$ cat src/rtl/pet_pkg.sv
// pet_pkg: encodings shared between the pet game-logic stage and the LCD display controller.
// Latency: n/a (types, constants and a pure helper function only).
// Backpressure: n/a.
package pet_pkg;

  // Mood field, select_figures[3:2]
  localparam logic [1:0] MOOD_HAPPY   = 2'b01;
  localparam logic [1:0] MOOD_SAD     = 2'b00;
  localparam logic [1:0] MOOD_NEUTRAL = 2'b10;

  // Stat field, select_figures[1:0]
  localparam logic [1:0] STAT_SALUD     = 2'b00;
  localparam logic [1:0] STAT_ALIM      = 2'b10;
  localparam logic [1:0] STAT_ENERGIA   = 2'b01;
  localparam logic [1:0] STAT_DIVERSION = 2'b11;

  // sleep output codes
  localparam logic [1:0] SLEEP_AWAKE  = 2'b00;
  localparam logic [1:0] SLEEP_ASLEEP = 2'b01;
  localparam logic [1:0] SLEEP_DEAD   = 2'b11;

  typedef enum logic [1:0] {
    ST_AWAKE    = 2'd0,
    ST_SLEEPING = 2'd1,
    ST_DEAD     = 2'd2
  } pet_state_e;

  // Rotation order is salud -> alimentacion -> energia -> diversion; the
  // display codes are not in that numeric order, hence the lookup.
  function automatic logic [1:0] rot_code(input logic [1:0] idx);
    logic [1:0] code;
    case (idx)
      2'd0:    code = STAT_SALUD;
      2'd1:    code = STAT_ALIM;
      2'd2:    code = STAT_ENERGIA;
      default: code = STAT_DIVERSION;
    endcase
    return code;
  endfunction

endpackage

$ cat src/rtl/btn_sync_edge.sv
// btn_sync_edge: 2-FF synchronizer plus rising-edge detector for one raw push-button.
// Latency: o_press is high for one clk, in the third clk period after i_btn rises.
// Backpressure: none; a held button yields a single press.
// Ports: clk, reset (async, active-high), i_btn (raw, asynchronous), o_press (one-clk pulse).
module btn_sync_edge (
  input  logic clk,
  input  logic reset,
  input  logic i_btn,
  output logic o_press
);

  logic r_sync1;
  logic r_sync2;
  logic r_prev;

  always_ff @(posedge clk or posedge reset) begin
    if (reset) begin
      r_sync1 <= 1'b0;
      r_sync2 <= 1'b0;
      r_prev  <= 1'b0;
    end else begin
      r_sync1 <= i_btn;
      r_sync2 <= r_sync1;
      r_prev  <= r_sync2;
    end
  end

  assign o_press = r_sync2 & ~r_prev;

endmodule

$ cat src/rtl/pet_state_engine.sv
// pet_state_engine: need levels, game tick, awake/sleeping/dead FSM and LCD selector for the virtual cat.
// Latency: button rise -> level update after 3 clk -> registered outputs after 4 clk.
// Backpressure: none; presses and decay steps are never dropped except where the FSM ignores them.
// Ports: clk; reset (async, active-high); btn_feed/play/heal/sleep (raw buttons);
//        select_figures[3:2] mood, [1:0] stat code; sleep (00 awake, 01 sleeping, 11 dead);
//        tick (one-clk pulse per game tick).
// Optional: define PET_AUTO_SLEEP_EN to send the pet to sleep when energia hits 0 while awake.
module pet_state_engine
  import pet_pkg::*;
#(
  parameter int TICK_DIV     = 50000000,
  parameter int DECAY_TICKS  = 10,
  parameter int ROTATE_TICKS = 3,
  parameter int STAT_W       = 3,
  parameter int STAT_MAX     = 7,
  parameter int INIT_LEVEL   = 5,
  parameter int HAPPY_TH     = 5,
  parameter int SAD_TH       = 2
) (
  input  logic       clk,
  input  logic       reset,
  input  logic       btn_feed,
  input  logic       btn_play,
  input  logic       btn_heal,
  input  logic       btn_sleep,
  output logic [3:0] select_figures,
  output logic [1:0] sleep,
  output logic       tick
);

  localparam int TICK_W = (TICK_DIV > 1) ? $clog2(TICK_DIV) : 1;
  localparam int DEC_W  = (DECAY_TICKS > 1) ? $clog2(DECAY_TICKS) : 1;
  localparam int ROT_W  = (ROTATE_TICKS > 1) ? $clog2(ROTATE_TICKS) : 1;
  // Two extra bits so decay-then-button sums can go below 0 or above STAT_MAX before saturating.
  localparam int LW     = STAT_W + 2;

  localparam logic signed [LW-1:0] L_ONE = LW'(1);
  localparam logic signed [LW-1:0] L_TWO = LW'(2);
  localparam logic signed [LW-1:0] L_MAX = LW'(STAT_MAX);
  localparam logic [STAT_W-1:0] S_MAX   = STAT_W'(STAT_MAX);
  localparam logic [STAT_W-1:0] S_INIT  = STAT_W'(INIT_LEVEL);
  localparam logic [STAT_W-1:0] S_HAPPY = STAT_W'(HAPPY_TH);
  localparam logic [STAT_W-1:0] S_SAD   = STAT_W'(SAD_TH);

  function automatic logic [STAT_W-1:0] sat(input logic signed [LW-1:0] v);
    logic [STAT_W-1:0] r;
    if (v[LW-1])        r = '0;
    else if (v > L_MAX) r = S_MAX;
    else                r = v[STAT_W-1:0];
    return r;
  endfunction

  logic w_feed, w_play, w_heal, w_sleep;

  btn_sync_edge u_feed  (.clk(clk), .reset(reset), .i_btn(btn_feed),  .o_press(w_feed));
  btn_sync_edge u_play  (.clk(clk), .reset(reset), .i_btn(btn_play),  .o_press(w_play));
  btn_sync_edge u_heal  (.clk(clk), .reset(reset), .i_btn(btn_heal),  .o_press(w_heal));
  btn_sync_edge u_sleep (.clk(clk), .reset(reset), .i_btn(btn_sleep), .o_press(w_sleep));

  logic [TICK_W-1:0] r_tick_cnt;
  logic [DEC_W-1:0]  r_decay_cnt;
  logic [ROT_W-1:0]  r_rot_cnt;
  logic [1:0]        r_rot_idx;
  logic [STAT_W-1:0] r_salud, r_alim, r_energia, r_div;
  pet_state_e        r_state;
  logic [3:0]        r_select;
  logic [1:0]        r_sleep;
  logic              r_tick;

  logic w_wrap, w_decay, w_rot_step;
  assign w_wrap     = (r_tick_cnt == TICK_W'(TICK_DIV - 1));
  assign w_decay    = w_wrap && (r_decay_cnt == DEC_W'(DECAY_TICKS - 1));
  assign w_rot_step = w_wrap && (r_rot_cnt == ROT_W'(ROTATE_TICKS - 1));

  // Next levels: decay first, then buttons, saturation last.
  logic signed [LW-1:0] w_sal, w_ali, w_ene, w_div;
  always_comb begin
    w_sal = $signed({2'b00, r_salud});
    w_ali = $signed({2'b00, r_alim});
    w_ene = $signed({2'b00, r_energia});
    w_div = $signed({2'b00, r_div});
    if (w_decay) begin
      if (r_alim == '0 || r_energia == '0) w_sal = w_sal - L_ONE;
      w_ali = w_ali - L_ONE;
      if (r_state == ST_SLEEPING) begin
        w_ene = w_ene + L_ONE;
      end else begin
        w_ene = w_ene - L_ONE;
        w_div = w_div - L_ONE;
      end
    end
    if (r_state == ST_AWAKE) begin
      if (w_feed) w_ali = w_ali + L_TWO;
      if (w_play) begin
        w_div = w_div + L_TWO;
        w_ene = w_ene - L_ONE;
      end
      if (w_heal) w_sal = w_sal + L_ONE;
    end
  end

  // Lowest level with salud > alimentacion > energia > diversion tie priority (strict < keeps the earlier one).
  logic [STAT_W-1:0] w_min;
  logic [1:0]        w_low, w_mood, w_stat;
  always_comb begin
    w_min = r_salud;
    w_low = STAT_SALUD;
    if (r_alim < w_min)    begin w_min = r_alim;    w_low = STAT_ALIM;      end
    if (r_energia < w_min) begin w_min = r_energia; w_low = STAT_ENERGIA;   end
    if (r_div < w_min)     begin w_min = r_div;     w_low = STAT_DIVERSION; end
    if (w_min >= S_HAPPY)   w_mood = MOOD_HAPPY;
    else if (w_min <= S_SAD) w_mood = MOOD_SAD;
    else                     w_mood = MOOD_NEUTRAL;
    w_stat = (w_mood == MOOD_SAD) ? w_low : rot_code(r_rot_idx);
  end

  always_ff @(posedge clk or posedge reset) begin
    if (reset) begin
      r_tick_cnt  <= '0;
      r_decay_cnt <= '0;
      r_rot_cnt   <= '0;
      r_rot_idx   <= 2'd0;
      r_salud     <= S_INIT;
      r_alim      <= S_INIT;
      r_energia   <= S_INIT;
      r_div       <= S_INIT;
      r_state     <= ST_AWAKE;
      r_select    <= {MOOD_HAPPY, STAT_SALUD};
      r_sleep     <= SLEEP_AWAKE;
      r_tick      <= 1'b0;
    end else begin
      r_tick_cnt <= w_wrap ? '0 : r_tick_cnt + 1'b1;
      r_tick     <= w_wrap;
      if (w_wrap) begin
        r_decay_cnt <= w_decay ? '0 : r_decay_cnt + 1'b1;
        r_rot_cnt   <= w_rot_step ? '0 : r_rot_cnt + 1'b1;
      end
      if (w_rot_step) r_rot_idx <= r_rot_idx + 2'd1;

      // A zero salud freezes everything from this cycle on, so a late heal cannot revive the pet.
      if (r_state != ST_DEAD && r_salud == '0) begin
        r_state <= ST_DEAD;
      end else if (r_state != ST_DEAD) begin
        r_salud   <= sat(w_sal);
        r_alim    <= sat(w_ali);
        r_energia <= sat(w_ene);
        r_div     <= sat(w_div);
        case (r_state)
          ST_AWAKE: begin
            if (w_sleep) r_state <= ST_SLEEPING;
`ifdef PET_AUTO_SLEEP_EN
            else if (r_energia == '0) r_state <= ST_SLEEPING;
`endif
          end
          ST_SLEEPING: begin
            if (w_sleep || r_energia == S_MAX) r_state <= ST_AWAKE;
          end
          default: r_state <= r_state;
        endcase
      end

      case (r_state)
        ST_SLEEPING: r_sleep <= SLEEP_ASLEEP;
        ST_DEAD:     r_sleep <= SLEEP_DEAD;
        default:     r_sleep <= SLEEP_AWAKE;
      endcase
      r_select <= (r_state == ST_DEAD) ? 4'b0000 : {w_mood, w_stat};
    end
  end

  assign select_figures = r_select;
  assign sleep          = r_sleep;
  assign tick           = r_tick;

endmodule

$ cat config.mk
export PLATFORM = sky130hd
export DESIGN_NAME = pet_state_engine
export DESIGN_NICKNAME = d
export VERILOG_FILES = /design/src/rtl/pet_pkg.sv /design/src/rtl/btn_sync_edge.sv /design/src/rtl/pet_state_engine.sv
export SDC_FILE = /design/constraint.sdc
export NUM_CORES = 1
export LEC_CHECK = 0
export BUFFER_PORTS_ARGS = -buffer_cell sky130_fd_sc_hd__buf_2
export CAP_MARGIN = 20
export CORE_MARGIN = 5
export CORE_UTILIZATION = 57
export CTS_CLUSTER_DIAMETER = 200
export CTS_CLUSTER_SIZE = 12
export DETAILED_ROUTE_END_ITERATION = 10
export PLACE_DENSITY_LB_ADDON = 0.3
export SYNTH_ARGS = -nofsm -noshare
export SYNTH_HDL_FRONTEND = slang
export SYNTH_SLANG_ARGS = --single-unit
$ cat constraint.sdc
create_clock -name clk -period 3.8 [get_ports clk]
set_clock_uncertainty 0.1 [all_clocks]
set_input_delay 1.14 -clock clk [delete_from_list [all_inputs] [get_ports clk]]
set_output_delay 1.14 -clock clk [all_outputs]
set_load 0.02 [all_outputs]
==> results.json <==
{
  "p_sw_w": 0.000281,
  "cp_max_fo": 5,
  "fin_setup_tns_ns": -0.129,
  "vias": 3532,
  "violations": "negative setup slack",
  "rr_startpoint": "r_salud[2]",
  "clk_pin_slew_worst_paths_ns": 0.08,
  "hold_start": "u_play.r_sync1",
  "via_per_inst": 5.89,
  "p_leak_nw": 2.18,
  "clock_tree.htree_level_count": 3,
  "drtPass1Iterations": 4,
  "tritoncts": "yes",
  "vdd_drop_max_uv": 154,
  "antenna_found_initial": 0,
  "arrival_ns": 4.02,
  "clockBufferDepth": 2,
  "relSlewSlack_pct": 43.8,
  "rsz0062_at_grt": "yes",
  "setup_viol": 2,
  "synth.distinct_cells": 68,
  "fp-row-count": 31,
  "ys.flop_type": "dfrtp_1",
  "synthArstFlopShare_pct": 100,
  "dpl.hpwl_mm": 6.72,
  "p_per_area_nw_per_um2": 259,
  "drtIter0Drc": 192,
  "syn2layout_area_growth_pct": 16.8,
  "max_freq_ghz": 0.258,
  "drive_above_1_share_pct": 20.2,
  "synth_area_um2": 4160,
  "ys_seq_elements": 67,
  "wl_mm": 9.29,
  "swShare_pct": 22.3,
  "finalNonFillerCells": 600,
  "maxSlewViolCount": 0,
  "route.detailed.drc": 0,
  "synth-edff-count": 0,
  "setup.worst_path.start": "r_salud[2]",
  "synth_fp_nets": 484,
  "critPathLaunchType": "flip-flop",
  "postLayoutSetupSlackWorst_ns": -0.0796,
  "status": "finished, violations left",
  "antenna_cells": 0,
  "critPathKind": "flip-flop to flip-flop",
  "grt_pass1_wl_mm": 15.8,
  "io_buffers": 12,
  "stdcell_area_um2": 4860,
  "grt_start_max_net_pins": 37,
  "syn_inst": 446,
  "dp_cells": 574,
  "root_buffer": "clkbuf_8",
  "core_area_um2": 7180,
  "track_usage_pct": 22.3,
  "tightest_slew_ns": 0.838,
  "io_pins": 13,
  "cp-end-kind": "flip-flop",
  "fin_crit_sh_pct": 102,
  "power_frac_seq_pct": 57.4,
  "ant_nets": 0,
  "fp.dieArea_um2": 9100,
  "maxCapViolCount": 0,
  "synth.yosys.seq_area_share_pct": 40.6,
  "routabilityCongestion": 0.928,
  "placed_area_um2": 4530,
  "cts.sink_count": 67,
  "avgSynthCellArea_um2": 9.33,
  "clock_latency_ns": 0.35,
  "min_path_type": "flip-flop to flip-flop",
  "power.internal_w": 0.000978,
  "grt_overflow": 0,
  "post-place-ws_ns": -0.146,
  "cts_buffers": 9,
  "hold_viol_final": 0,
  "fin_crit_ns": 3.88,
  "share_comb_of_total_power_pct": 1.5,
  "dieHeight_um": 95.4,
  "fin_nets": 534,
  "start_util_pct": 58.0,
  "totalPowerFinal_w": 0.00126,
  "grt_pass1_vias": 3455,
  "synth-warning-count": 0,
  "clkPwrFrac_pct": 41.1,
  "avgRoutedWirePerCell_um": 15.5,
  "worstPathRequired_ns": 3.94,
  "die_x_um": 95.4
}
[critical path, stage by stage (launching register included)]
cell	delay (ns)
dfstp_2	0.55
inv_4	0.04
ha_4	0.18
a211oi_4	0.23
o21a_1	0.18
nor2_2	0.04
ha_2	0.18
or2_4	0.23
a211o_1	0.31
a21oi_2	0.23
o31ai_4	0.10
ha_4	0.28
a21oi_2	0.05
nor2_2	0.11
nor2_1	0.06
or3_1	0.42
a21o_1	0.21
o221a_2	0.29
[stage by stage]
stage / util [%] / hold WS (ns)
after floorplan: - / 0.231
after global placement: 63.1 / 0.232
after detailed placement: 63.1 / 0.236
after CTS: 66.4 / 0.257
after global routing: 67.7 / 0.267
final: 67.7 / 0.253
[power groups by stage]
stage          clock network [W]   logic, W  registers, W
2_1_floorplan                  0  0.0000112      0.000735
3_3_place_gp                   0  0.0000198      0.000735
3_5_place_dp                   0  0.0000201      0.000736
4_1_cts                 0.000531  0.0000202      0.000722
5_1_grt                 0.000566  0.0000231      0.000723
6_report                0.000518  0.0000188      0.000722
[cells by family after synthesis]
kind of cell / count (synthesis) / synth area share [%]
adders and majority gates: 32 / 9.63
buffers and inverters: 39 / 3.76
AOI/OAI and AO/OA: 88 / 14.6
muxes: 7 / 1.84
and+or+nand+nor: 178 / 22.3
DFF: 67 / 40.6
xor gates and xnor gates: 35 / 7.37
[registers in the layout (all words and copies together) (netlist names), 2 cells and up]
name	cells
r_state	2
r_decay_cnt	4
r_rot_cnt	2
r_energia	3
r_tick_cnt	26
r_rot_idx	2
r_alim	3
sleep	2
select_figures	4
r_salud	3
r_div	3
[cell type report]
type                            count  area [um2]
Inverter                           30         115
Timing Repair Buffer               48         343
Clock inverter                      4        26.3
Fill cell                         570        2320
Multi-Input combinational cell    340        2420
Sequential cell                    67        1690
Tap cell                           99         124
Clock buffer                       12         145
[cell usage in the layout, fill, tap and decap left out, drive strengths merged, types with 3 or more instances in the layout]
cell type | Yosys | routed
clkbuf | 5 | 12
o31ai | 3 | 3
dfrtp | 58 | 58
a211o | 3 | 3
nand3b | 6 | 6
dfstp | 9 | 9
a21oi | 16 | 16
inv | 29 | 30
o22ai | 4 | 4
nand3 | 17 | 17
a211oi | 6 | 6
clkinv | 1 | 3
ha | 32 | 32
xor2 | 14 | 14
or3 | 7 | 7
o21ai | 20 | 20
or4 | 5 | 5
nand2 | 35 | 35
mux2i | 5 | 5
buf | 4 | 48
and3 | 5 | 5
a31oi | 5 | 5
nor2b | 4 | 4
o211ai | 3 | 3
and2 | 4 | 4
a21o | 4 | 4
nor3 | 17 | 17
xnor2 | 21 | 21
nor2 | 51 | 51
nand4 | 10 | 10
[final timing paths]
kind / endpoint / slack (ns) / cells after the start
setup / recovery: select_figures[1] / -0.08 / 17
hold / removal: u_play.r_sync2 / 0.25 / 0
setup reg to reg: select_figures[1] / -0.08 / 17
hold reg to reg: u_play.r_sync2 / 0.25 / 0
max in group asynchronous: r_energia[2] / 2.12 / 3
min in group asynchronous: r_decay_cnt[0] / 0.79 / 2
[cells in the mapped netlist, types with 4 or more instances]
cell type  instances  area [um2]
nand2_1           35         131
and2_1             4        25.0
o21ai_0           17        85.1
nand4_1           10        62.6
a21oi_1           16        80.1
xnor2_1           21         184
a21o_1             4        30.0
dfstp_2            9         236
xor2_1            14         123
or3_1              7        43.8
nor2b_1            4        25.0
nand3b_1           6        45.0
inv_1             29         109
o22ai_1            4        25.0
ha_1              32         400
and3_1             5        31.3
nor3_1            16        80.1
a31oi_1            5        31.3
dfrtp_1           58        1450
mux2i_1            5        50.1
clkbuf_1           5        18.8
nand3_1           17        85.1
nor2_1            50         188
a211oi_1           5        37.5
[layer usage]
metal  vias to the layer above  share of wire, %  track usage [%]
met2                       103                51             38.9
met4                         0               2.2             9.83
met5                         -                 0                0
li1                       1694                 -                -
met3                        21               4.5             4.81
met1                      1714                42             26.2
[timing repair]
item / 4_1_cts / 5_1_grt
pin swaps: 4 / 14
buffers inserted: 4 / 6
endpoints found under the setup margin: 2 / 6
resized for setup: 7 / 12
hold buffers: 0 / 0
Power figures use the tool's default switching activity.
